--- src/rtl/mem_arbiter_pkg.sv ---
// Shared definitions for the renderer/MPU RAM arbiter: owner tags that travel
// down the read-return pipeline alongside each RAM command.
package mem_arbiter_pkg;

    localparam int TAG_WIDTH = 2;

    typedef enum logic [TAG_WIDTH-1:0] {
        OWNER_NONE   = 2'd0,
        OWNER_RENDER = 2'd1,
        OWNER_MPU    = 2'd2
    } owner_t;

    // Writes produce no return data, so only reads carry an owner down the pipe.
    function automatic owner_t read_owner(input logic render_xfer,
                                          input logic mpu_xfer,
                                          input logic mpu_wr);
        owner_t owner;
        owner = OWNER_NONE;
        if (render_xfer)
            owner = OWNER_RENDER;
        else if (mpu_xfer && !mpu_wr)
            owner = OWNER_MPU;
        return owner;
    endfunction

endpackage

--- src/rtl/arb_starve_counter.sv ---
// Saturating count of consecutive cycles the MPU request has been refused;
// flags starvation once the count reaches MAX_WAIT.
module arb_starve_counter #(
    parameter int MAX_WAIT   = 4,
    parameter int WAIT_WIDTH = 3
) (
    input  logic clk,
    input  logic reset,
    input  logic mpu_req,
    input  logic mpu_gnt,
    output logic starved
);

    localparam logic [WAIT_WIDTH-1:0] MAX_CNT = WAIT_WIDTH'(MAX_WAIT);

    logic [WAIT_WIDTH-1:0] wait_cnt;

    // NOTE: sequential state uses non-blocking assignments so every flop
    // samples pre-edge values regardless of process evaluation order.
    always_ff @(posedge clk) begin
        if (reset)
            wait_cnt <= '0;
        else if (!mpu_req || mpu_gnt)
            wait_cnt <= '0;
        else if (wait_cnt != MAX_CNT)
            wait_cnt <= wait_cnt + 1'b1;
    end

    assign starved = mpu_req && (wait_cnt == MAX_CNT);

endmodule

--- src/rtl/mem_arbiter.sv ---
// Arbitrates one single-port synchronous RAM between the renderer (priority,
// read-only) and the MPU bus, with bounded MPU starvation and tagged read returns.
module mem_arbiter
    import mem_arbiter_pkg::*;
#(
    parameter int ADDR_WIDTH = 12,
    parameter int DATA_WIDTH = 8,
    parameter int MAX_WAIT   = 4,
    parameter int WAIT_WIDTH = 3
) (
    input  logic                  clk,
    input  logic                  reset,

    input  logic                  render_req,
    input  logic [ADDR_WIDTH-1:0] render_addr,
    output logic                  render_gnt,
    output logic                  render_rvalid,
    output logic [DATA_WIDTH-1:0] render_rdata,

    input  logic                  mpu_req,
    input  logic                  mpu_wr,
    input  logic [ADDR_WIDTH-1:0] mpu_addr,
    input  logic [DATA_WIDTH-1:0] mpu_wdata,
    output logic                  mpu_gnt,
    output logic                  mpu_rvalid,
    output logic [DATA_WIDTH-1:0] mpu_rdata,

    output logic [ADDR_WIDTH-1:0] mem_addr,
    output logic                  mem_rd,
    output logic                  mem_wr,
    output logic [DATA_WIDTH-1:0] mem_wdata,
    input  logic [DATA_WIDTH-1:0] mem_rdata
);

    logic   starved;
    owner_t tag_s1;
    owner_t tag_s2;

    arb_starve_counter #(
        .MAX_WAIT   (MAX_WAIT),
        .WAIT_WIDTH (WAIT_WIDTH)
    ) u_starve (
        .clk     (clk),
        .reset   (reset),
        .mpu_req (mpu_req),
        .mpu_gnt (mpu_gnt),
        .starved (starved)
    );

    // Grants are masked during reset so every output reads 0 while it is held.
    // NOTE: every always_comb output gets a default first so no path leaves
    // it unassigned, which would otherwise infer a latch.
    always_comb begin
        mpu_gnt    = 1'b0;
        render_gnt = 1'b0;
        if (!reset) begin
            mpu_gnt    = mpu_req && (starved || !render_req);
            render_gnt = render_req && !mpu_gnt;
        end
    end

    // Command register plus stage-1 tag; idle cycles present a cleared command.
    always_ff @(posedge clk) begin
        if (reset) begin
            mem_addr  <= '0;
            mem_rd    <= 1'b0;
            mem_wr    <= 1'b0;
            mem_wdata <= '0;
            tag_s1    <= OWNER_NONE;
            tag_s2    <= OWNER_NONE;
        end else begin
            mem_addr  <= '0;
            mem_rd    <= 1'b0;
            mem_wr    <= 1'b0;
            mem_wdata <= '0;
            tag_s1    <= read_owner(render_gnt, mpu_gnt, mpu_wr);
            tag_s2    <= tag_s1;
            if (render_gnt) begin
                mem_addr <= render_addr;
                mem_rd   <= 1'b1;
            end else if (mpu_gnt) begin
                mem_addr  <= mpu_addr;
                mem_rd    <= !mpu_wr;
                mem_wr    <= mpu_wr;
                mem_wdata <= mpu_wr ? mpu_wdata : '0;
            end
        end
    end

    // RAM data arrives in the cycle the stage-2 tag names its owner.
    always_comb begin
        render_rvalid = (tag_s2 == OWNER_RENDER);
        mpu_rvalid    = (tag_s2 == OWNER_MPU);
        render_rdata  = render_rvalid ? mem_rdata : '0;
        mpu_rdata     = mpu_rvalid    ? mem_rdata : '0;
    end

    a_one_grant : assert property (@(posedge clk) !(render_gnt && mpu_gnt));
    a_one_rvalid : assert property (@(posedge clk) !(render_rvalid && mpu_rvalid));
    a_one_cmd : assert property (@(posedge clk) !(mem_rd && mem_wr));

endmodule

--- config.mk ---
export PLATFORM = sky130hd
export DESIGN_NAME = mem_arbiter
export DESIGN_NICKNAME = d
export VERILOG_FILES = /design/src/rtl/mem_arbiter_pkg.sv /design/src/rtl/arb_starve_counter.sv /design/src/rtl/mem_arbiter.sv
export SDC_FILE = /design/constraint.sdc
export NUM_CORES = 1
export LEC_CHECK = 0
export ABC_CLOCK_PERIOD_IN_PS = 2400
export CAP_MARGIN = 20
export CORE_ASPECT_RATIO = 0.9
export CORE_MARGIN = 3
export CORE_UTILIZATION = 33
export CTS_BUF_LIST = sky130_fd_sc_hd__clkbuf_4
export DETAILED_ROUTE_END_ITERATION = 7
export GPL_TIMING_DRIVEN = 0
export PLACE_DENSITY_LB_ADDON = 0.2
export SYNTH_ARGS = -nofsm -noshare
export SYNTH_HDL_FRONTEND = slang
export SYNTH_SLANG_ARGS = --single-unit
--- constraint.sdc ---
create_clock -name clk -period 2.4 [get_ports clk]
set_clock_uncertainty 0.15 [all_clocks]
set_input_delay 0.6 -clock clk [delete_from_list [all_inputs] [get_ports clk]]
set_output_delay 0.6 -clock clk [all_outputs]
set_load 0.02 [all_outputs]
-- Word-level counts from Yosys, hierarchy flattened
Index checks and enable logic that the tools add are counted.
- $add $sub $neg: 1
- equality and inequality tests: 4
- mux-type cells: 10
- bitwise operators: 2
- reductions and logical operators: 14
- operator list (operator ; number):
    $mux 12 ; 2
    $mux 8 ; 2
    $mux 1 ; 5
    $logic_and 1x1->1 ; 4
    $logic_not 1->1 ; 4
    $reduce_or 2->1 ; 2
    $reduce_or 4->1 ; 1
    $add 3x1->3 const B ; 1
    $eq 3x3->1 const B ; 1
    $ne 3x3->1 const B ; 1
    $reduce_or 3->1 ; 1
    $eq 2x1->1 const B ; 1
    $eq 2x2->1 const B ; 1
    $logic_or 1x1->1 ; 2
    $mux 2 ; 1
    $not 1->1 ; 2
- register bits: 29
- bits of input ports: 45
- word-level logic and storage cells: 39

-- Depth between registers and ports, before layout
Gate-level depths: netlist of run 1.
- depth after elaboration: 8
- mapped depth: 6
- depth with buffers taken out: 5

-- Cells and area by module
Synthesis of run 1 repeated with hierarchy kept, for this count alone.
- cells, all modules: 130
- area, all modules: 1358.8 µm²
- modules (own cells, without submodules) (module ; times used ; cells an instance ; area each (µm²) ; seq. area each (µm²)):
    mem_arbiter ; 1 ; 112 ; 1187.4 ; 520.5
    arb_starve_counter ; 1 ; 18 ; 171.4 ; 60.1

-- Worst setup path before layout of run 1
No wires, ideal clock.
- path kind: reg2out
- start: reg u_starve.wait_cnt[0]
- end: out render_gnt
- arrival: 1184 ps
- setup slack: 466 ps
- stages on the path, launching flop included: 5
- buffers on the path: 1
- cell sequence: dfxtp_1 inv_1 ha_1 a311oi_4 buf_6
- word-level cells in the longest chain between the ends: 7
- ends and longest elaborated chain (what ; line ; text):
    start: declaration ; arb_starve_counter.sv:16 ; logic [WAIT_WIDTH-1:0] wait_cnt;
    start signal: assignment ; arb_starve_counter.sv:26 ; wait_cnt <= wait_cnt + 1'b1;
    $eq 3x3->1 ; arb_starve_counter.sv:29 ; assign starved = mpu_req && (wait_cnt == MAX_CNT);
    $logic_and 1x1->1 ; arb_starve_counter.sv:29 ;
    $logic_or 1x1->1 ; mem_arbiter.sv:57 ; mpu_gnt = mpu_req && (starved || !render_req);
    $logic_and 1x1->1 ; mem_arbiter.sv:57 ;
    $logic_not 1->1 ; mem_arbiter.sv:58 ; render_gnt = render_req && !mpu_gnt;
    $logic_and 1x1->1 ; mem_arbiter.sv:58 ;
    $mux 1 ; mem_arbiter.sv:56 ; if (!reset) begin
    end: declaration ; mem_arbiter.sv:16 ; output logic render_gnt,
Every way passes these cells.

-- Final worst setup path of run 1
- start: in mpu_req
- end: out mpu_gnt
- word-level cells in the longest chain between the ends: 4
- ends and longest elaborated chain (what ; line ; text):
    start: declaration ; mem_arbiter.sv:20 ; input logic mpu_req,
    $logic_and 1x1->1 ; arb_starve_counter.sv:29 ;
    $logic_or 1x1->1 ; mem_arbiter.sv:57 ;
    $logic_and 1x1->1 (*) ; mem_arbiter.sv:57 ;
    $mux 1 (*) ; mem_arbiter.sv:56 ;
    end: declaration ; mem_arbiter.sv:24 ; output logic mpu_gnt,
Every way passes the cells marked *; elsewhere a longest branch is shown, timed or not.

==> reports/qor.csv, run 1 <==
metric;value;unit
hold_end;u_starve.wait_cnt[0];
min-delay-path-class;register to register;
comb_power_share;20.4;%
final_antenna_net_count;0;
dr.first_iter.drc_count;66;
use_met1;16.0;%
r2r_start;u_starve.wait_cnt[0];
p_leak;0.000944;µW
grtUsageMet2;31.0;%
vias_per_cell;4.52;
row_count;18;
status;completed;
period_share;96.9;%
drcViolationCount;0;
synth-seq-cells;29;
die_area;3900;µm²
stdcell_count;230;
antenna_found_initial;0;
max_stage_delay;0.25;ns
start_util;36.5;%
place.gp.congestion;0.704;
period_needed;2.33;ns
grt_usage;16.7;%
final_util;70.2;%
vdd_drop_max;0.359;mV
clock_latency;0.30;ns
die_width;65.5;µm
p_switching;229;µW
rr_endpoint;mem_wdata[6];
grt_start_max_net_pins;11;
critPathLaunchType;input port;
cts_tree;built;
dp.cells;220;
syn_inst;94;
ys_warn_count;0;
switching_share;23.6;%
critPathCaptureType;primary output;
die_y;59.5;µm
dr.pass1.iters;4;
pwr-share-seq;52.2;%
cts_hold_buffers;0;
cts.clk_slew.worst_paths;0.08;ns
post_drt_wl_per_cell;13.9;µm
layout-drive-gt1-share;12.6;%
coreArea;2880;µm²
maxSlewViolCount;0;
crit_family;buffers and inverters;
drt_wl_total;3200;µm
antenna_cells;0;
grt-busiest-layer;met2;
met3_usage;7.97;%
powerDensity;478;nW/µm²
cts_buffer_depth;2;
yosysSeqAreaShare;55.2;%
synth_nets;141;
min-delay-start;u_starve.wait_cnt[0];
ios;87;
dp_hpwl;2600;µm
nets;237;
area.growth.synth_to_final;92.6;%
hold_depth;1;
p_clk_share;27.4;%
cp.arrival;1.58;ns
tightest_slew;0.259;ns
grt.overflow.total;0;
maxSlewHeadroom;82.7;%
htreeDepth;2;
max_freq;430;MHz
hold_viol_final;0;
crit_path_max_fanout;10;
path_cells;clkdlybuf4s15_1 > nor2b_4 > a21boi_4 > buf_6 > buf_2;
port_buffers;86;
cts-root-buf;clkbuf_4;
reg2reg_depth;7;
required;1.65;ns
critPathSlowestCell;clkdlybuf4s15_1;
worstSetupPathType;input port to primary output;
syn-cell-area;1050;µm²
ys_types;21;
syn_avg_cell_area;11.2;µm²
rsz0062_at_grt;no;
cts_sinks;29;
drv_cap;0;
num_vias;1039;
grt_pass1_wl;4800;µm
grt_pass1_vias;1062;
r2r_slack;0.81;ns
p_int;738;µW
numCtsBuffers;5;
finalSetupViolCount;0;
critPathBufInv;3;
[worst reg2reg max path, delay by kind of cell (launching register included)]
| kind | cells | cell delay [ns] |
|---|---|---|
| flip-flops | 1 | 0.33 |
| AO/OA/AOI/OAI | 1 | 0.19 |
| AND/OR/NAND/NOR | 2 | 0.26 |
| buffers and inverters | 3 | 0.38 |
| adder cells (fa/ha/maj) | 1 | 0.23 |
[synthesized netlist by cell type, drive strengths merged]
cell	count	share of area [%]
dfxtp	29	55
and2	18	11
a22o	12	10
and3	8	4.8
nor2b	5	3.2
inv	4	1.4
buf	3	2.5
a311oi	2	3.3
clkbuf	2	0.71
ha	2	2.4
nand2	2	0.71
nor2	2	0.71
a21boi	1	1.1
a21o	1	0.71
and4	1	0.83
mux2i	1	0.95
nor3b	1	0.71
[final cells by class]
class | count | area [µm²]
clock buffer | 6 | 45.0
sequential | 29 | 582
buffer | 5 | 40.0
multi-input combinational | 56 | 439
inverter | 4 | 15.0
timing repair buffer | 89 | 850
fill | 228 | 858
tap | 40 | 50.0
clock inverter | 1 | 3.75
[kinds of logic (layout without fill, tap and decap cells)]
| group | count (synthesis) | count (layout) | share of synthesized area [%] |
|---|---|---|---|
| multiplexers | 1 | 1 | 0.952 |
| buffers and inverters | 9 | 105 | 4.64 |
| AO/OA/AOI/OAI | 16 | 16 | 15.1 |
| adder cells (fa/ha/maj) | 2 | 2 | 2.38 |
| AND/OR/NAND/NOR | 37 | 37 | 21.7 |
| flip-flops | 29 | 29 | 55.2 |
[per-stage QoR]
step                setup TNS, ns  setup slack [ns]  cell area (µm²)  total power [µW]  hold slack (ns)
floorplan                       0             0.466             1050               583            0.264
global placement            -3.45            -0.776             1960               708            0.268
detailed placement          -3.85            -0.823             1960               715            0.272
CTS                             0            0.0525             2020               983            0.285
global route                    0            0.0129             2020              1010            0.298
finish                          0            0.0736             2020               967            0.277
[timing repair]
item	in CTS	in global routing
pin swaps	1	0
setup endpoints to repair	20	2
gates resized for setup	34	5
buffers inserted	3	0
[registers in the layout, indices dropped and copies added (netlist names)]
signal,cells
mem_wdata,8
mem_addr,12
tag_s1,2
mem_rd,1
tag_s2,2
u_starve.wait_cnt,3
mem_wr,1
[placed cells by master, fill, tap and decap left out]
master	Yosys	routed
a21boi_4	0	1
a21o_1	1	1
a22o_1	12	12
a311oi_1	1	1
a311oi_4	1	1
and2_1	18	18
and3_1	8	8
and4_1	1	1
buf_2	0	2
buf_4	2	4
buf_6	1	2
clkbuf_2	0	3
clkbuf_4	0	6
clkdlybuf4s15_1	0	1
clkdlybuf4s50_1	0	64
clkinv_1	0	1
dfxtp_1	29	28
dfxtp_2	0	1
dlygate4sd2_1	0	17
dlymetal6s2s_1	0	1
ha_1	2	1
ha_2	0	1
inv_1	3	3
inv_2	1	1
mux2i_1	1	1
nand2_1	2	1
nand2_2	0	1
nor2_1	2	2
nor2b_1	4	4
nor2b_4	0	1
nor3b_1	1	1
[power by group through the flow]
stage	logic (µW)	registers (µW)	clock network, µW
4_1_cts	199	505	279
6_report	197	505	265
2_1_floorplan	46.2	537	0
5_1_grt	209	507	294
3_3_place_gp	192	516	0
3_5_place_dp	198	517	0
[how the worst max path moves through the flow]
stage | from | endpoint | slack [ns] | depth (start not counted)
final | mpu_req | mpu_gnt | 0.07 | 5
after global routing | mpu_req | mpu_gnt | 0.01 | 5
after CTS | tag_s2[1] | mpu_rvalid | 0.05 | 3
after detailed placement | mpu_req | mpu_gnt | -0.82 | 5
after global placement | mpu_req | mpu_gnt | -0.78 | 5
after floorplan | u_starve.wait_cnt[0] | render_gnt | 0.47 | 4
[routing by layer]
layer / up-vias / wire [µm]
met2: 43 / 1690
met4: 0 / 21
met1: 482 / 1190
li1: 512 / -
met3: 2 / 298
met5: - / 0
No activity file was read; power rests on OpenSTA's default activity.
==> inputs of run 2 (changes only) <==
ABC_AREA = 1   (was not set)
CORE_UTILIZATION = 34   (was 33)
==> run 2 against run 1 <==
  * Combinational power increased by 3%
  * Design area is 3.8% higher
  * Final cell count grew 25%
  * Die area rose by 5.8%
  * Power grew 0.53%
  * Worst setup slack improved by 0.013 ns
  * Sequential power hardly changed
  * Worst hold slack got worse by 0.019 ns
  * Synthesized area is 9.6% higher
  * Sequential share of layout area shrank 1.1 points
  * Register-to-register slack gained 0.18 ns
  * Critical endpoint is now mpu_rdata[5]
==> reports/qor.csv, run 2 <==
metric;value;unit;change
status;completed;;
finalSetupViolCount;0;;unchanged
synth_ff_type;dfxtp_1;;
cp.arrival;1.56;ns;-0.02 ns
period_needed;2.31;ns;-0.0133 ns
antenna_found_initial;0;;unchanged
synth-seq-cells;29;;unchanged
place.gp.congestion;0.798;;+13%
drt_wl_total;3180;µm;-0.59%
grt.overflow.total;0;;unchanged
required;1.65;ns;about the same
synth_area_leaders;dfxtp_1 (50%), nand3_1 (11%), inv_1 (10%), nor2_1 (9.8%), nand2_1 (6.5%);;
drv_cap;0;;unchanged
cts-root-buf;clkbuf_4;;
p_leak;0.00108;µW;+15%
regMostFlops;mem_addr;;
cts_tree;built;;
syn_avg_cell_area;7.63;µm²;-32%
hold_viol_final;0;;unchanged
maxSlewViolCount;0;;unchanged
post_drt_wl_per_cell;11.1;µm;-20%
largest_reg_flops;12;;unchanged
p_int;733;µW;-0.78%
nets;292;;+23%
antenna_cells;0;;unchanged
final_cell_mix;clkdlybuf4s50_1 (65), inv_1 (32), nor2_1 (30), dfxtp_1 (29), nand3_1 (26);;
clock_latency;0.30;ns;about the same
layout-drive-gt1-share;7.76;%;-4.9 points
synth_nets;198;;+40%
grt_pass1_wl;4600;µm;-4.0%
critPathSlowestCell;clkdlybuf4s50_1;;
syn_inst;151;;+61%
switching_share;24.6;%;+1.0 points
grt_pass1_vias;1000;;-5.8%
final_common_cell;clkdlybuf4s50_1;;
worst_slack;0.0869;ns;+0.0133 ns
grt_start_max_net_pins;11;;unchanged
max_freq;432;MHz;+0.57%
row_count;19;;+1
max_stage_delay;0.47;ns;+0.22 ns
yosysSeqAreaShare;50.4;%;-4.9 points
die_width;67.4;µm;+2.9%
synth_top_cell_area_share;50.4;%;-4.9 points
dr.first_iter.drc_count;48;;-27%
die_area;4120;µm²;+5.8%
powerDensity;463;nW/µm²;-3.1%
tightest_slew;0.306;ns;+0.0472 ns
async_flop_share;0;%;unchanged
final_antenna_net_count;0;;unchanged
whs;0.257;ns;-0.0195 ns
die_y;61.2;µm;+2.8%
synth_top_area_cell;dfxtp_1;;
grt_usage;15.0;%;-1.7 points
cts.clk_slew.worst_paths;0.08;ns;about the same
maxSlewHeadroom;79.6;%;-3.1 points
p_clk_share;27.2;%;-0.2 points
top_regs;mem_addr x12, mem_wdata x8, u_starve.wait_cnt x3;;
netlist_top_cells_count;inv_1 (32), nor2_1 (30), dfxtp_1 (29);;
vdd_drop_max;0.311;mV;-13%
synth_edf_count;0;;unchanged
rsz0062_at_grt;no;;
dp_hpwl;2610;µm;+0.16%
period_share;96.4;%;-0.55 points
port_buffers;86;;unchanged
path_cells;clkdlybuf4s50_1 > inv_1 > nor2_1 > dlygate4sd2_1;;
pre_cts_ws;-0.632;ns;+0.191 ns
cts_hold_buffers;0;;unchanged
drcViolationCount;0;;unchanged
area.growth.synth_to_final;82.3;%;
min-delay-path-class;register to register;;
start_util;36.7;%;+0.26 points
cts_buffer_depth;2;;unchanged
p_switching;240;µW;+4.8%
ys_warn_count;0;;unchanged
critPathLaunchType;input port;;
num_vias;1157;;+11%
yosysMostFrequentCell;inv_1;;
coreArea;3140;µm²;+8.9%
cts_sinks;29;;unchanged
vias_per_cell;4.03;;-11%
critPathCaptureType;primary output;;
crit_path_max_fanout;2;;-8
htreeDepth;2;;unchanged
worstSetupPathType;input port to primary output;;
ys_types;16;;-24%
syn-cell-area;1150;µm²;+9.6%
dr.pass1.iters;4;;unchanged
numCtsBuffers;5;;unchanged
pwr-share-seq;51.9;%;-0.3 points
comb_power_share;20.9;%;+0.5 points
ios;87;;unchanged
==> run 2: cells by family (layout without fill, tap and decap cells) <==
group	after synthesis	count (layout)	synth area share [%]
XOR/XNOR	1	1	0.760
buffers and inverters	36	130	13.5
AND/OR/NAND/NOR	83	83	33.2
adder cells (fa/ha/maj)	2	2	2.17
flip-flops	29	29	50.4
==> run 2: timing repair <==
| action | in CTS | in global routing |
|---|---|---|
| setup buffers | 1 | 0 |
| gates cloned | 0 | 0 |
| gates resized for setup | 29 | 1 |
| pin swaps | 2 | 0 |
| endpoints found under the setup margin | 18 | 1 |
==> run 2: metal layers <==
layer  global-route usage, %  part of all wire (%)  vias to the layer above
met5                       0                     0                        -
met4                    5.78                   1.1                        0
met3                    5.66                   7.0                        5
met2                    22.1                    45                       34
met1                    20.0                    46                      481
li1                        -                     -                      637
==> run 2: layout make-up <==
| class | count | area [µm²] |
|---|---|---|
| fillers | 284 | 1040 |
| repair buffers | 87 | 837 |
| flip-flops and latches | 29 | 581 |
| multi-input cells | 86 | 427 |
| inverters | 32 | 120 |
| well taps | 42 | 52.6 |
| clock buffers | 6 | 45.0 |
| plain buffers | 4 | 35.0 |
| clock inverters | 1 | 3.75 |
==> run 2: worst paths after layout <==
check	start	end	slack (ns)	cells past startpoint
worst max-delay path	mem_rdata[5]	mpu_rdata[5]	0.09	4
worst min-delay path	tag_s1[1]	tag_s2[1]	0.26	2
worst max register to register	u_starve.wait_cnt[0]	mem_addr[1]	0.99	6
worst min register to register	tag_s1[1]	tag_s2[1]	0.26	2
==> run 2: worst max-delay path, delay by kind of cell <==
kind | cells | cell delay (ns)
buf+inv | 3 | 0.87
simple gates | 1 | 0.09
==> run 2: metrics by stage <==
step           util (%)  total power [µW]  cells  setup TNS, ns  area (µm²)
5_1_grt            66.9              1010    287              0        2100
3_5_place_dp       65.8               724    279          -3.84        2070
4_1_cts            66.8               981    287              0        2100
6_report           66.9               972    287              0        2100
2_1_floorplan         -               594    151              0        1150
3_3_place_gp       65.8               722    279          -3.68        2070
==> run 2: power groups by stage <==
stage | Combinational (µW) | Sequential [µW] | Clock, µW
5_1_grt | 219 | 507 | 284
3_5_place_dp | 208 | 516 | 0
3_3_place_gp | 206 | 516 | 0
4_1_cts | 205 | 505 | 271
2_1_floorplan | 57.1 | 537 | 0
6_report | 203 | 505 | 264
==> inputs of run 3 (changes only) <==
CAP_MARGIN = not set   (was 20)
SETUP_SLACK_MARGIN = 0.3   (was not set)
==> run 3 against run 2 <==
  * Maximum frequency is 8.8% higher
  * Utilization is 4.7 points higher
  * Routed wire length up 14%
  * Worst hold slack is essentially flat
  * Clock-buffer cell count did not move
  * Critical endpoint is now mpu_gnt
==> reports/qor.csv, run 3 (synthesized netlist as in run 2, its figures left out) <==
metric;value;unit;change
max_freq;471;MHz;+8.8%
largest_reg_flops;12;;unchanged
crit_path_max_fanout;5;;+3
start_util;36.7;%;unchanged
tightest_slew;0.236;ns;-0.0700 ns
numCtsBuffers;5;;unchanged
grt_usage;15.4;%;+0.43 points
regMostFlops;mem_addr;;
nets;304;;+4.1%
met3_usage;5.84;%;+0.18 points
ff_latch_area;583;µm²;+0.43%
vias_per_cell;4.15;;+2.9%
post_drt_wl_per_cell;12.1;µm;+9.5%
drv_cap;0;;unchanged
place.gp.congestion;0.798;;unchanged
antenna_cells;0;;unchanged
dr.pass1.iters;4;;unchanged
cts_buffer_depth;2;;unchanged
vdd_drop_max;0.330;mV;+6.1%
maxSlewViolCount;0;;unchanged
clock_latency;0.31;ns;about the same
row_count;19;;unchanged
ios;87;;unchanged
setup_tns;0;ns;unchanged
num_vias;1240;;+7.2%
cts_sinks;29;;unchanged
grt_start_max_net_pins;11;;unchanged
powerDensity;444;nW/µm²;-4.1%
drt_wl_total;3630;µm;+14%
grt.overflow.total;0;;unchanged
r2r_start;u_starve.wait_cnt[0];;
required;1.65;ns;about the same
period_needed;2.13;ns;-0.188 ns
final_antenna_net_count;0;;unchanged
coreArea;3140;µm²;unchanged
min-delay-path-class;register to register;;
worstSetupPathType;register to primary output;;
hold_viol_final;0;;unchanged
fillers;253;;-11%
die_area;4120;µm²;unchanged
drcViolationCount;0;;unchanged
rsz0062_at_grt;yes;;
grtUsageMet2;23.0;%;+0.84 points
grt_pass1_vias;1024;;+2.4%
cp.arrival;1.38;ns;-0.18 ns
area.growth.synth_to_final;95.2;%;
grt-busiest-layer;met2;;
period_share;88.5;%;-7.8 points
layout-drive-gt1-share;26.1;%;+18 points
die_width;67.4;µm;unchanged
final_cell_mix;clkdlybuf4s50_1 (55), nor2_1 (27), buf_4 (27), dfxtp_1 (27), nand3_1 (25);;
die_y;61.2;µm;unchanged
critPathLaunchType;register;;
p_leak;0.00117;µW;+7.8%
final_common_cell;clkdlybuf4s50_1;;
htreeDepth;2;;unchanged
antenna_found_initial;0;;unchanged
port_buffers;86;;unchanged
maxSlewHeadroom;84.2;%;+4.6 points
finalSetupViolCount;0;;unchanged
dr.first_iter.drc_count;71;;+48%
cts_hold_buffers;0;;unchanged
cts_tree;built;;
final_util;71.7;%;+4.7 points
dp_hpwl;2610;µm;unchanged
cts.clk_slew.worst_paths;0.08;ns;about the same
min-delay-start;tag_s1[1];;
cts-root-buf;clkbuf_4;;
critPathCaptureType;primary output;;
use_met1;20.4;%;+0.45 points
top_regs;mem_addr x12, mem_wdata x8, u_starve.wait_cnt x3;;
whs;0.257;ns;-0.000351 ns
crit_start;u_starve.wait_cnt[0];;
status;completed;;
multi_input_area;464;µm²;+8.8%
grt_pass1_wl;4730;µm;+2.8%
[run 3: cell types whose count changed in the layout (fill, tap and decap cells not counted), moves of 7 or more]
cell,delta
inv_1,-8
dlymetal6s2s_1,+7
buf_4,+24
clkdlybuf4s50_1,-10
dlygate4sd2_1,-16
inv_2,+8
[run 3: what timing repair did]
item                                    in CTS  in global routing
gates cloned                                 0                  0
endpoints found under the setup margin      20                 18
setup buffers                                2                 11
resized for setup                          104                 27
pin swaps                                    9                 11
[run 3: worst paths after layout]
check | endpoint | slack (ns) | cells past startpoint
worst max-delay path | mpu_gnt | 0.27 | 8
worst min-delay path | tag_s2[1] | 0.26 | 2
worst min register to register | tag_s2[1] | 0.26 | 2
worst max register to register | mem_rd | 0.98 | 8
[run 3: cell type report]
type / count / share of cell area (%)
clock buffer: 6 / 2.00
multi-input combinational: 86 / 20.6
buffer: 4 / 1.72
sequential: 29 / 25.9
tap: 42 / 2.34
timing repair buffer: 99 / 41.9
clock inverter: 1 / 0.167
inverter: 32 / 5.34
[run 3: power breakdown]
part / switching [µW] / internal, µW
sequential: 5.12 / 500
clock: 150 / 117
combinational: 97.0 / 128
[run 3: worst max-delay path: stages, from the launching register on]
cell and delay, ns:
dfxtp_2 0.36, inv_2 0.05, ha_4 0.17, nand2_4 0.09, nand2_4 0.08, buf_8 0.13, nand2_2 0.04, inv_1 0.04
buf_6 0.12
[run 3: routing by layer]
| metal | routed length (µm) | share of wire [%] |
|---|---|---|
| met1 | 1560 | 43 |
| met2 | 1780 | 49 |
| met3 | 232 | 6.4 |
| met4 | 58 | 1.6 |
| met5 | 0 | 0 |
[run 3: per-stage QoR]
stage	setup slack [ns]	power [µW]	std cells	cell area (µm²)
floorplan	0.495	594	151	1150
global placement	-0.633	722	279	2070
detailed placement	-0.632	724	279	2070
CTS	0.125	986	288	2100
global route	0.220	1030	299	2250
finish	0.275	998	299	2250
